File: config.mk
export PLATFORM = sky130hd
export DESIGN_NAME = dreg_pipe_flat
export DESIGN_NICKNAME = d
export VERILOG_FILES = /design/src/rtl/dreg_pkg.sv /design/src/rtl/dti.sv /design/src/rtl/dreg_stage.sv /design/src/rtl/dreg_pipe.sv /design/src/flat_wrapper.sv
export SDC_FILE = /design/constraint.sdc
export NUM_CORES = 1
export LEC_CHECK = 0
export ABC_AREA = 1
export BUFFER_PORTS_ARGS = -buffer_cell sky130_fd_sc_hd__buf_2
export CAP_MARGIN = 20
export CORE_MARGIN = 4
export CORE_UTILIZATION = 54
export CTS_CLUSTER_DIAMETER = 40
export DETAILED_ROUTE_END_ITERATION = 12
export GPL_TIMING_DRIVEN = 0
export HOLD_SLACK_MARGIN = 0.12
export PLACE_DENSITY_LB_ADDON = 0.2
export SLEW_MARGIN = 30
export SYNTH_ARGS = -nofsm -noshare
export SYNTH_HDL_FRONTEND = slang
export SYNTH_SLANG_ARGS = --single-unit
File: constraint.sdc
create_clock -name clk -period 2.5 [get_ports clk]
set_input_delay 0.125 -clock clk [delete_from_list [all_inputs] [get_ports clk]]
set_output_delay 0.125 -clock clk [all_outputs]
set_load 0.02 [all_outputs]
File: src/rtl/dreg_pkg.sv
// Shared constants and helpers for the dreg_pipe register pipeline.
package dreg_pkg;

    localparam int MAX_STAGES = 8;

    // Width of the occupancy counter: enough bits to hold 0..stages+skid.
    function automatic int cnt_w(input int stages, input int skid);
        return $clog2(stages + skid + 1);
    endfunction

endpackage

File: src/rtl/dti.sv
// Valid/ready data stream bundle used on both sides of dreg_pipe.
interface dti #(
    parameter int W = 16
) ();
    logic [W-1:0] data;
    logic         valid;
    logic         ready;

    modport producer (output data, output valid, input ready);
    modport consumer (input data, input valid, output ready);
endinterface

File: src/rtl/dreg_stage.sv
// One pipeline slot: a valid bit plus data word that refills whenever it is
// empty or its current word is leaving, so bubbles collapse toward dout.
module dreg_stage #(
    parameter int W = 16
) (
    input  logic         clk,
    input  logic         rst,
    input  logic         clr,
    input  logic         up_valid,
    input  logic [W-1:0] up_data,
    input  logic         dn_ready,
    output logic         valid,
    output logic [W-1:0] data
);
    logic         load_s;
    logic         valid_d;
    logic         valid_q;
    logic [W-1:0] data_d;
    logic [W-1:0] data_q;

    // Next-state for the slot: flush wins, otherwise load whenever ready.
    always_comb begin
        load_s  = ~valid_q | dn_ready;
        valid_d = valid_q;
        data_d  = data_q;
        if (clr) begin
            valid_d = 1'b0;
        end else if (load_s) begin
            valid_d = up_valid;
        end else begin
            valid_d = valid_q;
        end
        if (load_s && up_valid) begin
            data_d = up_data;
        end else begin
            data_d = data_q;
        end
    end

    // Valid bit clears asynchronously on reset.
    always_ff @(posedge clk or negedge rst) begin
        if (!rst) begin
            valid_q <= 1'b0;
        end else begin
            valid_q <= valid_d;
        end
    end

    // Data word carries no reset; it is qualified by valid_q.
    always_ff @(posedge clk) begin
        data_q <= data_d;
    end

    assign valid = valid_q;
    assign data  = data_q;

endmodule

File: src/rtl/dreg_pipe.sv
// Bubble-collapsing register pipeline of STAGES slots with an optional skid
// register that makes din.ready independent of dout.ready, plus an
// occupancy counter.
module dreg_pipe
    import dreg_pkg::*;
#(
    parameter int STAGES = 2,
    parameter int SKID   = 1
) (
    input  logic                           clk,
    input  logic                           rst,
    input  logic                           clr,
    dti.consumer                           din,
    dti.producer                           dout,
    output logic [cnt_w(STAGES, SKID)-1:0] cnt
);
    localparam int W  = $bits(din.data);
    localparam int CW = cnt_w(STAGES, SKID);

    if ($bits(dout.data) != W) begin : g_bad_width
        $error("dreg_pipe: dout width %0d differs from din width %0d", $bits(dout.data), W);
    end
    if (STAGES < 1 || STAGES > MAX_STAGES) begin : g_bad_stages
        $error("dreg_pipe: STAGES=%0d outside 1..%0d", STAGES, MAX_STAGES);
    end
    if (SKID != 0 && SKID != 1) begin : g_bad_skid
        $error("dreg_pipe: SKID=%0d must be 0 or 1", SKID);
    end

    logic              src_valid_s;
    logic [W-1:0]      src_data_s;
    logic              din_rdy_s;
    logic [STAGES-1:0] v_s;
    logic [W-1:0]      d_s [STAGES];
    logic [STAGES-1:0] up_v_s;
    logic [W-1:0]      up_d_s [STAGES];
    logic [STAGES:0]   rdy_c;
    logic              in_xfer_s;
    logic              out_xfer_s;
    logic [CW-1:0]     cnt_d;
    logic [CW-1:0]     cnt_q;

    // Ready ripples back from dout: a slot can load if it is empty or the
    // slot after it can load.
    always_comb begin
        rdy_c[STAGES] = dout.ready;
        for (int i = STAGES - 1; i >= 0; i--) begin
            rdy_c[i] = ~v_s[i] | rdy_c[i+1];
        end
    end

    // Upstream source of every slot: slot 0 from din/skid, others from the previous slot.
    always_comb begin
        up_v_s[0] = src_valid_s;
        up_d_s[0] = src_data_s;
        for (int i = 1; i < STAGES; i++) begin
            up_v_s[i] = v_s[i-1];
            up_d_s[i] = d_s[i-1];
        end
    end

    for (genvar g = 0; g < STAGES; g++) begin : g_stage
        dreg_stage #(
            .W(W)
        ) u_stage (
            .clk      (clk),
            .rst      (rst),
            .clr      (clr),
            .up_valid (up_v_s[g]),
            .up_data  (up_d_s[g]),
            .dn_ready (rdy_c[g+1]),
            .valid    (v_s[g]),
            .data     (d_s[g])
        );
    end

    if (SKID == 1) begin : g_skid
        logic         skid_valid_d;
        logic         skid_valid_q;
        logic [W-1:0] skid_data_d;
        logic [W-1:0] skid_data_q;

        assign din_rdy_s = rst & ~clr & ~skid_valid_q;

        // Slot 0 drains the skid word before looking at din again; a word
        // accepted while slot 0 is blocked parks in the skid register.
        always_comb begin
            src_valid_s  = skid_valid_q | (din.valid & din_rdy_s);
            src_data_s   = skid_valid_q ? skid_data_q : din.data;
            skid_valid_d = skid_valid_q;
            skid_data_d  = skid_data_q;
            if (clr) begin
                skid_valid_d = 1'b0;
            end else if (skid_valid_q && rdy_c[0]) begin
                skid_valid_d = 1'b0;
            end else if (din.valid && din_rdy_s && !rdy_c[0]) begin
                skid_valid_d = 1'b1;
                skid_data_d  = din.data;
            end else begin
                skid_valid_d = skid_valid_q;
            end
        end

        // Skid valid bit clears asynchronously on reset.
        always_ff @(posedge clk or negedge rst) begin
            if (!rst) begin
                skid_valid_q <= 1'b0;
            end else begin
                skid_valid_q <= skid_valid_d;
            end
        end

        // Skid data word carries no reset.
        always_ff @(posedge clk) begin
            skid_data_q <= skid_data_d;
        end
    end else begin : g_noskid
        assign din_rdy_s = rst & ~clr & rdy_c[0];

        // Without a skid register din feeds slot 0 directly.
        always_comb begin
            src_valid_s = din.valid & din_rdy_s;
            src_data_s  = din.data;
        end
    end

    // Occupancy tracks accepted minus delivered words; flush empties it.
    always_comb begin
        in_xfer_s  = din.valid & din_rdy_s;
        out_xfer_s = v_s[STAGES-1] & dout.ready;
        if (clr) begin
            cnt_d = {CW{1'b0}};
        end else begin
            cnt_d = cnt_q + CW'(in_xfer_s) - CW'(out_xfer_s);
        end
    end

    // Occupancy register, cleared asynchronously on reset.
    always_ff @(posedge clk or negedge rst) begin
        if (!rst) begin
            cnt_q <= {CW{1'b0}};
        end else begin
            cnt_q <= cnt_d;
        end
    end

    assign din.ready  = din_rdy_s;
    assign dout.valid = v_s[STAGES-1];
    assign dout.data  = d_s[STAGES-1];
    assign cnt        = cnt_q;

endmodule

File: src/flat_wrapper.sv
// flat-port wrapper written by rule: the top's interface ports become plain ports
module dreg_pipe_flat import dreg_pkg::*;
#(
    parameter int STAGES = 2,
    parameter int SKID   = 1
)
  (clk, rst, clr, cnt, din_data, din_valid, din_ready, dout_data, dout_valid, dout_ready);
  dti #(.W(16)) din_i ();
  dti #(.W(16)) dout_i ();
  input  logic clk;
  input  logic rst;
  input  logic clr;
  output logic [cnt_w(STAGES, SKID)-1:0] cnt;
  input wire logic [$bits(din_i.data)-1:0] din_data;
  input wire logic [$bits(din_i.valid)-1:0] din_valid;
  output wire logic [$bits(din_i.ready)-1:0] din_ready;
  output wire logic [$bits(dout_i.data)-1:0] dout_data;
  output wire logic [$bits(dout_i.valid)-1:0] dout_valid;
  input wire logic [$bits(dout_i.ready)-1:0] dout_ready;
  assign din_i.data = din_data;
  assign din_i.valid = din_valid;
  assign din_ready = din_i.ready;
  assign dout_data = dout_i.data;
  assign dout_valid = dout_i.valid;
  assign dout_i.ready = dout_ready;
  dreg_pipe #(.STAGES(STAGES), .SKID(SKID)) u_core (.clk(clk), .rst(rst), .clr(clr), .din(din_i), .dout(dout_i), .cnt(cnt));
endmodule
==> flow_summary.yaml <==
outcome:
  status: "finished clean"
cells_and_area:
  final_area_sq_mm: 0.00264
  drive_gt1_share_pct: 34.2
  areaGrowthSynthToFinish_pct: 25.6
  nets: 244
  antenna_cells: 0
global_route:
  grt_use_total_pct: 14.2
  antenna_found_initial: 0
  grt_overflow: 0
  grt_pass1_wl_um: 5480
  grt_pass1_vias: 1236
  grt_max_degree: 18
timing:
  fin_crit_ps: 1780
  setup_tns_ps: 0
  final-setup-viol-count: 0
  slew_headroom_pct: 47.6
  fmax_ghz: 0.561
  skew_ps: 4.19
  rsz0062_at_grt: "no"
  worstMarginPinSlew_ps: 786
  finalHoldViolations: 0
  period_share_pct: 71.3
  slew_viol_final: 0
clock_tree:
  path_clk_slew_ps: 90
  cts.sink_count: 53
  numCtsBuffers: 5
  cts_resized: 0
  post_cts_buffers: 0
  cts_tree: "done"
  htreeDepth: 2
  root_buffer: "clkbuf_8"
  insertion_delay_ps: 300
  cts.path.max_buffers: 2
hold_path:
  min_path_type: "in -> reg"
floorplan:
  die_y_um: 70.3
  num_io_pins: 41
  rows: 22
  start_util_pct: 56.5
  coreArea_sq_mm: 0.00372
  fp.dieW_um: 70.3
  die-area_sq_mm: 0.00495
logic_synthesis:
  yosysSeqAreaShare_pct: 74.7
  synth_common_cells: "nand2_1, edfxtp_1, buf_4"
  synthDistinctLibCells: 17
  syn_area_sq_mm: 0.00210
  synth_edf_count: 48
  post-synth-top-area-cell: "edfxtp_1"
  yosys.area.top_type_share_pct: 68.7
  synthAdderAreaFrac_pct: 1.19
  synth_top_family_by_area: "simple AND/OR/NAND/NOR gates"
  syn_inst: 156
  ys.flop_type: "edfxtp_1"
  synthesis.nets: 179
  synth-async-reset-ratio_pct: 9.43
  synth-compound-area-share_pct: 1.91
  yosysWarnings: 0
  synth.area.top_cells: "edfxtp_1, nand2_1, buf_4"
  synth.avg_cell_area_sq_um: 13.5
  yosysMostFrequentCell: "nand2_1"
  ys_ff_latch: 53
  synthMuxAreaShare_pct: 0
  synthXorXnorAreaFrac_pct: 0
  synthSimpleGateAreaFrac_pct: 12.6
placement:
  place.gp.congestion: 0.727
  placed_area_sq_mm: 0.00236
  hpwl_um: 2150
  io_buffers: 40
power:
  vdd_drop_max_uv: 372
  power_leakage_nw: 1.13
  powerDensity_mw_per_mm2: 588
routing:
  avgViaCountPerCell: 4.50
  ant_nets: 0
  routed_wl_um: 3160
  dr.pass1.iters: 4
  drc: 0
  drtIter0Drc: 30
  vias: 1215
  wire_per_inst_um: 11.7
setup_path:
  rrSetupSlack_ps: 730
  arrival_ps: 1720
  crit_path_start_kind: "input port"
  critPathSlowestCell: "a21oi_2"
  crit_chain: "dlygate4sd3_1, buf_2, nand4_4, a21oi_2"
  worstPathRequired_ps: 2430
  cp-end-kind: "register"
  path_max_fanout: 16
  worst-setup-path-type: "in -> reg"
  slowest_delay_ps: 660
run:
  drv_cap: 0
registers in the layout, summed over array words and instances (netlist names):
name	flops
u_core.g_skid.skid_data_q	16
u_core.g_stage.u_stage.valid	2
u_core.g_stage.u_stage.data	32
u_core.g_skid.skid_valid_q	1
u_core.cnt	2
critical path, delay by kind of cell:
family                 cells  cell delay [ps]
AOI/OAI and AO/OA          1              660
and+or+nand+nor            1              160
buffers and inverters      2              760
per-layer routing:
metal | vias up | track usage (%) | wire, um
met4 | 0 | 4.47 | 36
li1 | 631 | - | -
met2 | 35 | 23.6 | 1610
met5 | - | 0 | 0
met1 | 543 | 17.2 | 1320
met3 | 6 | 4.89 | 191
area by class of cell:
cell class	instances	area, sq um
Tap cell	48	60.1
Sequential cell	53	1570
Timing Repair Buffer	58	380
Clock inverter	3	21.3
Fill cell	249	1080
Clock buffer	5	68.8
Buffer	19	150
Inverter	12	52.6
Multi-Input combinational cell	72	335
logic make-up after synthesis:
kind of cell	count (synthesis)
fa+ha+maj	2
simple gates	64
compound gates	6
flops	53
buf+inv	31
final timing paths:
path,start,to,cells past startpoint
max in group asynchronous,rst,u_core.g_stage[0].u_stage.valid,2
min in group asynchronous,rst,u_core.g_stage[1].u_stage.valid,2
setup reg to reg,u_core.g_skid.skid_valid_q,u_core.g_stage[0].u_stage.data[1],4
setup / recovery,rst,u_core.g_stage[0].u_stage.data[1],4
hold reg to reg,u_core.g_stage[0].u_stage.data[4],u_core.g_stage[1].u_stage.data[4],0
hold / removal,dout_ready,u_core.g_stage[1].u_stage.valid,4
layout by cell type (no fill, tap or decap):
cell type / instances
nor2_1: 3
edfxtp_1: 48
inv_2: 1
buf_6: 2
a21oi_1: 2
nand3_1: 1
a21oi_2: 3
nand2_1: 56
buf_2: 40
inv_8: 1
clkinvlp_4: 1
inv_6: 1
inv_1: 10
dfrtp_1: 5
dlygate4sd3_1: 18
nand4_4: 1
buf_4: 17
ha_1: 2
clkbuf_8: 5
nor2_2: 2
nand2_2: 1
clkinv_2: 1
o21bai_1: 1
power breakdown:
group          internal, mW  total [mW]  switching, mW
registers             0.980       0.984        0.00418
clock network         0.199       0.463          0.265
logic                0.0495       0.101         0.0511
stage by stage:
| step | instances | power [mW] | util (%) | hold WS, ps | setup WS, ps |
|---|---|---|---|---|---|
| after global routing | 270 | 1.61 | 70.9 | 140 | 543 |
| after detailed placement | 244 | 1.08 | 63.6 | -26.0 | 718 |
| after floorplan | 156 | 1.05 | - | -171 | 628 |
| after CTS | 270 | 1.56 | 70.9 | 128 | 702 |
| after global placement | 244 | 1.08 | 63.5 | -34.2 | 442 |
| final | 270 | 1.55 | 70.9 | 132 | 718 |
repair_timing:
item	in CTS	in global routing
hold buffers	18	0
setup endpoints to repair	0	0
endpoints found under the hold margin	32	0
No activity file was read; power rests on OpenSTA's default activity.
